$ cat config.mk
export PLATFORM = sky130hd
export DESIGN_NAME = drum_operand_truncator
export DESIGN_NICKNAME = d
export VERILOG_FILES = /design/src/rtl/drum_pkg.sv /design/src/rtl/drum_lod.sv /design/src/rtl/drum_operand_truncator.sv
export SDC_FILE = /design/constraint.sdc
export NUM_CORES = 1
export LEC_CHECK = 0
export CAP_MARGIN = 20
export CORE_UTILIZATION = 30
export CTS_CLUSTER_DIAMETER = 200
export DETAILED_ROUTE_END_ITERATION = 10
export GPL_ROUTABILITY_DRIVEN = 1
export GPL_TIMING_DRIVEN = 0
export MAX_ROUTING_LAYER = met4
export PLACE_DENSITY_LB_ADDON = 0.1
export SYNTH_ARGS = -nofsm -noshare
export SYNTH_HDL_FRONTEND = slang
export SYNTH_SLANG_ARGS = --single-unit
$ cat constraint.sdc
create_clock -name clk -period 2.7 [get_ports clk]
set_input_delay 0.54 -clock clk [delete_from_list [all_inputs] [get_ports clk]]
set_output_delay 0.54 -clock clk [all_outputs]
set_load 0.01 [all_outputs]
$ cat src/rtl/drum_pkg.sv
// Shared definitions for the DRUM approximate multiplier datapath:
// default operand/mantissa widths, the shift-amount width rule and the
// per-operand truncation result record.
package drum_pkg;

    localparam int N_DEF = 8;
    localparam int K_DEF = 4;

    // Shift amounts range over 0..N-K, so this many bits are needed to hold one.
    function automatic int sh_width(input int n, input int k);
        return $clog2(n - k + 1);
    endfunction

    localparam int SW_DEF = sh_width(N_DEF, K_DEF);

    // Truncated operand as consumed by the multiplier core and restored by
    // the output shifter (default-width configuration).
    typedef struct packed {
        logic [K_DEF-1:0]  m;
        logic [SW_DEF-1:0] sh;
        logic              zero;
    } drum_res_t;

endpackage

$ cat src/rtl/drum_lod.sv
// Combinational leading-one detector: index of the highest set bit of a,
// plus a flag for the all-zero operand (p is 0 in that case).
module drum_lod #(
    parameter  int N  = 8,
    localparam int PW = $clog2(N)
) (
    input  logic [N-1:0]  a,
    output logic [PW-1:0] p,
    output logic          zero
);

    // Scan upward so the last set bit seen is the most significant one.
    always_comb begin
        // NOTE: every output gets a default before the loop so no latch is inferred.
        p    = '0;
        zero = (a == '0);
        for (int i = 0; i < N; i++) begin
            if (a[i]) begin
                p = PW'(i);
            end
        end
    end

endmodule

$ cat src/rtl/drum_operand_truncator.sv
// Two-stage valid/ready pipeline that reduces an N-bit unsigned operand to a
// K-bit mantissa (LSB forced to 1 when truncated) and the right-shift amount
// the output stage must later undo. Stage 1 locates the leading one, stage 2
// shifts and registers the result.
module drum_operand_truncator
    import drum_pkg::*;
#(
    parameter  int N  = N_DEF,
    parameter  int K  = K_DEF,
    localparam int SW = sh_width(N, K)
) (
    input  logic          clk,
    input  logic          rst,
    input  logic          in_valid,
    output logic          in_ready,
    input  logic [N-1:0]  in_a,
    output logic          out_valid,
    input  logic          out_ready,
    output logic [K-1:0]  out_m,
    output logic [SW-1:0] out_sh,
    output logic          out_zero
);

    localparam int PW = $clog2(N);

    // Stage 1 state
    logic          s1_valid;
    logic [N-1:0]  s1_a;
    logic [PW-1:0] s1_p;
    logic          s1_zero;

    // Leading-one detector on the incoming operand
    logic [PW-1:0] lod_p;
    logic          lod_zero;

    // Stage 2 next-value terms
    logic [K-1:0]  m_c;
    logic [SW-1:0] sh_c;
    logic          zero_c;
    logic [N-1:0]  shifted;

    logic s2_load;
    logic in_xfer;

    drum_lod #(.N(N)) u_lod (
        .a    (in_a),
        .p    (lod_p),
        .zero (lod_zero)
    );

    // Stage 2 takes new data when it is empty or its result leaves this cycle;
    // stage 1 can accept when empty or when stage 2 drains it. The ready path
    // is combinational from out_ready (no skid buffer).
    assign s2_load  = !out_valid || out_ready;
    assign in_ready = !s1_valid || s2_load;
    assign in_xfer  = in_valid && in_ready;

    // Stage 1: capture operand with its leading-one position and zero flag.
    always_ff @(posedge clk) begin
        if (rst) begin
            s1_valid <= 1'b0;
            s1_a     <= '0;
            s1_p     <= '0;
            s1_zero  <= 1'b0;
        end else if (in_ready) begin
            // NOTE: non-blocking assignments so every register samples pre-edge values.
            s1_valid <= in_valid;
            if (in_xfer) begin
                s1_a    <= in_a;
                s1_p    <= lod_p;
                s1_zero <= lod_zero;
            end
        end
    end

    // Stage 2 datapath: exact pass-through for small operands, otherwise
    // shift the leading one to bit K-1 and force the LSB for unbiasing.
    always_comb begin
        m_c     = '0;
        sh_c    = '0;
        zero_c  = 1'b0;
        shifted = '0;
        if (s1_zero) begin
            zero_c = 1'b1;
        end else if (int'(s1_p) < K) begin
            m_c = s1_a[K-1:0];
        end else begin
            sh_c    = SW'(int'(s1_p) - K + 1);
            shifted = s1_a >> sh_c;
            m_c     = {shifted[K-1:1], 1'b1};
        end
    end

    // Stage 2: register the result; hold it while downstream stalls.
    always_ff @(posedge clk) begin
        if (rst) begin
            out_valid <= 1'b0;
            out_m     <= '0;
            out_sh    <= '0;
            out_zero  <= 1'b0;
        end else if (s2_load) begin
            out_valid <= s1_valid;
            if (s1_valid) begin
                out_m    <= m_c;
                out_sh   <= sh_c;
                out_zero <= zero_c;
            end
        end
    end

endmodule

## Yosys cells after proc, flatten, opt, wreduce, memory -nomap -nowiden

Cells that the tools add are included.

| operators by class | value |
|---|---|
| add/sub/neg operators | 2 |
| order comparisons | 1 |
| shift-type cells | 1 |
| muxes and demuxes | 12 |
| reduce and logical (&&, ||, !) cells | 8 |

Operators by type and width:

| cell | number |
|---|---|
| 3-bit 2-to-1 mux | 6 |
| 8-bit logical NOT | 1 |
| 4-bit 2-to-1 mux | 2 |
| 8-bit by 3-bit right shift with 4-bit output | 1 |
| 2-bit 2-to-1 mux | 2 |
| 2-bit AND reduction | 2 |
| 3-bit by 2-bit adder with 3-bit output, second input constant | 1 |
| 3-bit less-than comparator, second input constant | 1 |
| 3-bit subtractor, second input constant | 1 |
| 1-bit logical NOT | 2 |
| 1-bit logical OR | 2 |
| 1-bit 2-to-1 mux | 2 |
| 1-bit logical AND | 1 |

| storage, ports and cells | value |
|---|---|
| flip-flop bits (word level) | 22 |
| bits of input ports | 12 |
| output and inout port bits | 10 |
| word-level logic and storage cells | 32 |

## Logic depth before layout (Yosys ltp)

| logic depth | value |
|---|---|
| word-level depth | 7 |
| depth in mapped cells | 6 |
| mapped depth without buffers | 6 |

## Modules after synthesis

Synthesis repeated with hierarchy kept, for this count alone.

| unflattened totals | value |
|---|---|
| cell total of the unflattened synthesis | 131 |
| area total of the unflattened synthesis | 1,084.8 µm² |

By module, submodules not included:

| module | instances | cells an instance | area each (µm²) | seq. area each (µm²) |
|---|---|---|---|---|
| drum_operand_truncator | 1 | 120 | 1,017.2 | 440.4 |
| drum_lod | 1 | 11 | 67.6 | 0.0 |

## Worst setup path before layout

Ideal clock, no wire load.

| path | value |
|---|---|
| path kind | register to register |
| from | reg s1_p[0] |
| to | reg out_m[3] |
| library setup time | 132 ps |
| arrival | 1,543 ps |
| data required time | 2,568 ps |
| slack | 1,025 ps |
| stages on the path, launching flop included | 7 |
| buffers on the path | 1 |
| clock period less this slack | 1,675 ps |
| path through | dfxtp_1 ha_1 buf_6 mux4_2 and2_1 o221ai_1 a21oi_1 |

| between the ends | value |
|---|---|
| word-level cells in the longest chain between the ends | 5 |
| elaborated cells on any way between the ends | 6 |
| classes of those cells | add/sub (2); order compare (1); shift (1); mux (2) |

RTL lines:

| element | RTL line | text |
|---|---|---|
| from (decl) | drum_operand_truncator.sv:29 | `logic [PW-1:0] s1_p;` |
| from (signal assigned) | drum_operand_truncator.sv:70 | `s1_p <= lod_p;` |
| 3-bit subtractor | drum_operand_truncator.sv:88 | `sh_c = SW'(int'(s1_p) - K + 1);` |
| 3-bit by 2-bit adder with 3-bit output | drum_operand_truncator.sv:88 |  |
| 8-bit by 3-bit right shift with 4-bit output | drum_operand_truncator.sv:89 | `shifted = s1_a >> sh_c;` |
| 4-bit 2-to-1 mux * | drum_operand_truncator.sv:85 | `end else if (int'(s1_p) < K) begin` |
| 4-bit 2-to-1 mux * | drum_operand_truncator.sv:83 | `if (s1_zero) begin` |
| to (signal assigned) | drum_operand_truncator.sv:104 | `out_m <= m_c;` |
| to (decl) | drum_operand_truncator.sv:19 | `output logic [K-1:0] out_m,` |

Mark *: on every way between the ends. The rest lies on a longest branch, timed or not.
A chain may end at the register's enable or synchronous reset.

## Worst setup path in the final report

| path | value |
|---|---|
| from | in out_ready |
| to | out in_ready |

| between the ends | value |
|---|---|
| word-level cells in the longest chain between the ends | 2 |

RTL lines:

| element | RTL line | text |
|---|---|---|
| from (decl) | drum_operand_truncator.sv:18 | `input logic out_ready,` |
| 1-bit logical OR | drum_operand_truncator.sv:54 | `assign s2_load = !out_valid \|\| out_ready;` |
| 1-bit logical OR | drum_operand_truncator.sv:55 | `assign in_ready = !s1_valid \|\| s2_load;` |
| to (decl) | drum_operand_truncator.sv:15 | `output logic in_ready,` |

Every way passes these cells.

==> out/metrics.csv <==
metric;value;unit
status;finished, final reports clean;
met2 routed wirelength;1.12;mm
Synth Area in Compound Gates;16.9;%
Synth Area in Simple Gates;25.4;%
Tot GR Track Use;14.9;%
CTS Buf Count;3;
Crit path arrival time;1.77;ns
Worst Path Required;2.16;ns
Die Wd;61.8;um
crit share post-route;85.7;%
Synth Instances;129;
Setup Buffers After CTS;0;
Max Slew Vio Count;0;
routed wl met3;86;um
Seq/Total Area, Yosys;41.0;%
Top Layer Used;met4;
first-pass GRT wire length;4.00;mm
Final min period;2.31;ns
Total Neg Setup Slack;0;ns
post-CTS sizing;0;
CORE AREA;3390;um2
Yosys reg bits;22;
Hold Fails Final Rpt;0;
total number of vias;968;
pwr dens;479;nW/um2
die area;3820;um2
VDD IR max;0.159;mV
initial drt markers;20;
Synth area leader;dfxtp_1;
clk buf depth;2;
row cnt;21;
synth unique cells;31;
Clk pin slew, worst setup/hold paths;0.13;ns
Placer Congestion;0.773;
unrepaired setup endpoints after global routing;no;
Post-Synth XOR/XNOR Area;0;%
Final setup violation count;0;
Port Buf Inserts;21;
Worst Setup Start Kind;input pin;
CTS root buf;clkbuf_4;
initial antenna violation count;0;
Hold Slack;0.458;ns
clk_lat worst skew;0.30;ns
GRT overflow;0;
cell area after synthesis;1070;um2
Max Cap Violations;0;
CP Class;input pin to output port;
Net Count, Synth;143;
post-synthesis mux area share;9.32;%
layout cells sized above 1;8.44;%
PnR worst setup slack;0.385;ns
antenna fix cells;0;
top cells by area, synth;dfxtp_1 (41%), a21oi_1 (8.9%), nand2_1 (8.7%), nor2_1 (4.2%), mux2i_1 (3.7%);
DR WL/cell;12.2;um
pin count of the biggest net entering global routing;13;
Starting Density;31.7;%
Chip Height;61.8;um
Post-DRT Antenna Nets;0;
final core occ;40.6;%
Sinks on Clock Net;22;
worst hold path class;flop to flop;
Ports;22;
Yosys warning count;0;
M1 WL;1.20;mm
WL final;2.43;mm
slew at the pin with the worst max-slew slack;0.528;ns
area delta synth->final;28.3;%
Worst Path Max Fanout;3;
largest family of logic cells by synthesized area;simple AND/OR/NAND/NOR gates;
vias in the first global route;899;
DRC;0;
Leak Pwr;0.000507;uW
DP Wirelength;1.87;mm
cell area after layout;1380;um2
nets@finish;169;
Max Freq;0.432;GHz
DP Worst Slack;0.390;ns
drt first pass iters;2;
CTS tree;yes;
area share of the largest cell type after synthesis;41.0;%
Clock Skew;0.00699;ns
relative slew slack;64.8;%
Worst Setup End Kind;output port;
Mapped Avg Cell Area;8.32;um2
Vias/cell;4.84;
Adder-Cell Fraction of Synth Area;2.33;%
Placed Area;1340;um2
hold buffers post-CTS;0;
htree depth;1;
-- layer usage --
layer | GRT usage (%) | vias up
met4 | 4.76 | 0
met5 | - | -
li1 | - | 508
met1 | 18.4 | 439
met3 | 3.11 | 2
met2 | 24.3 | 19
-- state kept, by name (all words and copies together) (netlist names) --
| register | flops |
|---|---|
| s1_zero | 1 |
| out_m | 4 |
| s1_valid | 1 |
| out_sh | 3 |
| s1_p | 3 |
| out_zero | 1 |
| s1_a | 8 |
| out_valid | 1 |
-- power by group --
group	total [uW]	internal, uW	switching [uW]
clock network	182	82.2	99.6
logic	126	64.1	62.1
registers	352	340	12.0
total	660	487	174
-- cells by family after synthesis --
logic type | after synthesis
AOI/OAI and AO/OA | 31
adders and majority gates | 2
buffers and inverters | 11
DFF | 22
muxes | 7
and+or+nand+nor | 56
-- cell usage after synthesis --
library cell / n
o221ai_1: 1
a221oi_1: 1
nor3_1: 4
nor2_1: 12
clkbuf_1: 3
dfxtp_1: 22
nand4_1: 1
a21oi_1: 19
mux4_2: 1
o31ai_1: 3
or3b_2: 1
o21bai_1: 1
nand3b_1: 3
o21ai_0: 3
and2_1: 1
nor2b_4: 1
inv_1: 3
or3_1: 1
nand2_1: 25
a2bb2oi_1: 1
ha_1: 2
buf_6: 1
nor4_1: 2
mux2i_1: 4
mux2_2: 1
a211oi_1: 2
nand2b_1: 2
buf_2: 4
or4b_1: 1
nor3b_1: 2
mux4_1: 1
-- worst max-delay path, stage by stage --
cell and delay [ns]:
clkdlybuf4s50_1 0.52, nand3b_1 0.17, clkdlybuf4s50_1 0.55
-- cell usage in the layout (no fill, tap or decap) --
cell type and instances:
or3b_2 1, o21bai_1 1, buf_6 1, o21ai_0 3
o31ai_1 3, nor2_1 12, buf_2 4, a2bb2oi_1 1
nor3b_1 2, clkbuf_8 1, or4b_1 1, nor2b_4 1
mux2_2 1, nand2_1 25, inv_1 3, nand4_1 1
ha_1 2, clkbuf_1 3, nand3b_1 3, a211oi_1 2
mux4_1 1, nor4_1 2, dfxtp_1 22, mux4_2 1
nor3_1 4, or3_1 1, a21oi_1 19, clkbuf_4 3
mux2i_1 4, a221oi_1 1, and2_1 1, nand2b_1 2
o221ai_1 1, clkdlybuf4s50_1 21
-- layout make-up --
type,instances,area [um2]
Sequential cell,22,440
Buffer,8,42.5
Timing Repair Buffer,21,210
Multi-Input combinational cell,96,579
Inverter,3,11.3
Clock buffer,4,36.3
Fill cell,369,2010
Tap cell,46,57.6
-- path summary, 6_finish.rpt --
check	startpoint	endpoint	slack, ns	cells after the start
worst min register to register	out_sh[0]	out_sh[0]	0.46	2
worst max register to register	s1_p[0]	out_m[3]	0.88	6
worst max-delay path	out_ready	in_ready	0.39	3
worst min-delay path	out_sh[0]	out_sh[0]	0.46	2
-- per-stage QoR --
| stage | total power, uW | cells |
|---|---|---|
| floorplan | 437 | 129 |
| CTS | 668 | 200 |
| global route | 701 | 200 |
| finish | 660 | 200 |
| detailed placement | 488 | 196 |
| global placement | 484 | 196 |
(Power assumes the default switching activity.)
==> variant, RTL diff (same settings) <==
Change the package constant `N_DEF` from 8 to 16.
--- a/src/rtl/drum_pkg.sv
+++ b/src/rtl/drum_pkg.sv
@@ -4,5 +4,5 @@
 package drum_pkg;
 
-    localparam int N_DEF = 8;
+    localparam int N_DEF = 16;
     localparam int K_DEF = 4;
 
Ports: changed (resized in_a and out_sh); port bits go from 22 to 31. The function was not compared with the original's and may differ.
==> variant against the original RTL <==
Register-to-register slack worse by 0.26 ns. Cell area up 63%. Hold slack better by 0.016 ns. First-iteration DRC count rose to 4.0 times the old value. Clock power up 150%. Non-clock buffer count up 14. Synthesized area up 62%. Power up 86%. Sequential share of layout area down 3.4 points. Sequential cell count up 10. Routed wire length up 87%. Worst setup slack better by 0.052 ns. Utilization down 0.17 points. Critical endpoint unchanged.
==> variant: results (changes against the original RTL) <==
metric,value,unit,change
hpwl dp,3.59,mm,+92%
H-tree levels,2,,+1
Top reg by flops,s1_a,,
top layer in use,met4,,
pre-CTS setup slack,0.433,ns,+0.0430 ns
vias in the first global route,1561,,+74%
initial antenna violation count,0,,unchanged
Gate Count Post-Synth,209,,+62%
internal cell power,900,µW,+85%
Global Route Usage Sum,17.5,%,+2.6 points
TritonCTS buffer count,5,,+2
DRT iter0 DRCs,79,,+300%
clock skew,0.0104,ns,+0.00339 ns
"top cells by area, synth","dfxtp_1 (37%), nand2_1 (9.7%), a21oi_1 (7.7%), mux2i_1 (7.5%), nor2_1 (3.4%)",,
Synth top cells by count,"nand2_1 (45), dfxtp_1 (32), a21oi_1 (27)",,
Placed Area,0.00213,mm²,+59%
layout cells sized above 1,8.10,%,-0.34 points
via count,1597,,+65%
GR Util met1,23.5,%,+5.1 points
Layout Nets,267,,+58%
"Setup Fix Bufs, Post-CTS",0,,unchanged
status,"finished, final reports clean",,
Max VDD drop,0.273,mV,+72%
CP Max Fanout,4,,+1
met2 Use GR,26.8,%,+2.5 points
worst slew pin tran,0.508,ns,-0.0203 ns
Syn Nets,230,,+61%
DR WL met2,2.07,mm,+85%
met3 Usage GRT,3.14,%,+0.034 points
largest net degree at the start of global routing,11,,-2
Leak,0.000825,µW,+63%
placed cells,311,,+59%
fill count,606,,+64%
Post-DRT Antenna Nets,0,,unchanged
IO Port Bufs,30,,+43%
Met1 Wirelength,2.27,mm,+89%
"CTS clk-pin slew, worst paths",0.07,ns,-0.06 ns
synth unique cells,39,,+26%
clock root buffer,clkbuf_8,,
Worst EP arrival,1.72,ns,-0.05 ns
first-pass GRT wire length,8.02,mm,+100%
CTS max path bufs,2,,unchanged
GP Congestion,0.829,,+7.2%
"slowest stage cell, crit path",clkdlybuf4s50_1,,
worst skew pair latency,0.28,ns,-0.02 ns
sequential area share after synthesis,36.7,%,-4.3 points
Avg Vias per Cell,5.01,,+3.4%
met3 wire len,158,µm,+84%
routed len/inst,14.2,µm,+17%
drt pass-1 iters,4,,+2
Largest register FFs,16,,+8
-- variant: cell count changes in the layout (fill, tap and decap cells not counted), sizes merged, moves of 3 or more --
cell | before | now
clkdlybuf4s50 | 21 | 30
a21oi | 19 | 28
clkbuf | 7 | 14
mux2i | 4 | 13
dfxtp | 22 | 32
nand3 | 0 | 3
a211oi | 2 | 5
a22oi | 0 | 3
nor3 | 4 | 7
nor2 | 12 | 16
nand2 | 25 | 45
nor4 | 2 | 5
-- variant: kinds of logic after synthesis --
kind of cell / Yosys count / share of synthesized area [%]
compound gates: 50 / 18.7
fa+ha+maj: 1 / 0.717
xor+xnor: 3 / 2.58
flops: 32 / 36.7
buf+inv: 18 / 5.09
simple gates: 85 / 21.2
mux: 20 / 15.0
-- variant: final timing paths --
kind                                       startpoint                    end  slack [ns]
worst min register to register  out_zero$_SDFFE_PP0P_  out_zero$_SDFFE_PP0P_        0.47
worst min-delay path            out_zero$_SDFFE_PP0P_  out_zero$_SDFFE_PP0P_        0.47
worst max-delay path                        out_ready               in_ready        0.44
worst max register to register   s1_p[0]$_SDFFE_PP0P_  out_m[1]$_SDFFE_PP0P_        0.62
-- variant: power by group through the flow --
| stage | Clock, µW | Combinational, µW | Sequential (µW) |
|---|---|---|---|
| 4_1_cts | 458 | 263 | 523 |
| 2_1_floorplan | 0 | 169 | 529 |
| 6_report | 448 | 260 | 523 |
| 5_1_grt | 486 | 291 | 527 |
| 3_3_place_gp | 0 | 262 | 534 |
| 3_5_place_dp | 0 | 262 | 534 |
-- variant: cell type report --
cell class,count,area (µm²),share of cell area (%)
plain buffers,13,70.1,3.13
clock buffers,6,72.6,3.24
clock inverters,2,35.0,1.56
inverters,5,18.8,0.837
multi-input cells,159,1010,45.3
flip-flops and latches,32,641,28.6
well taps,72,90.1,4.02
repair buffers,30,300,13.4
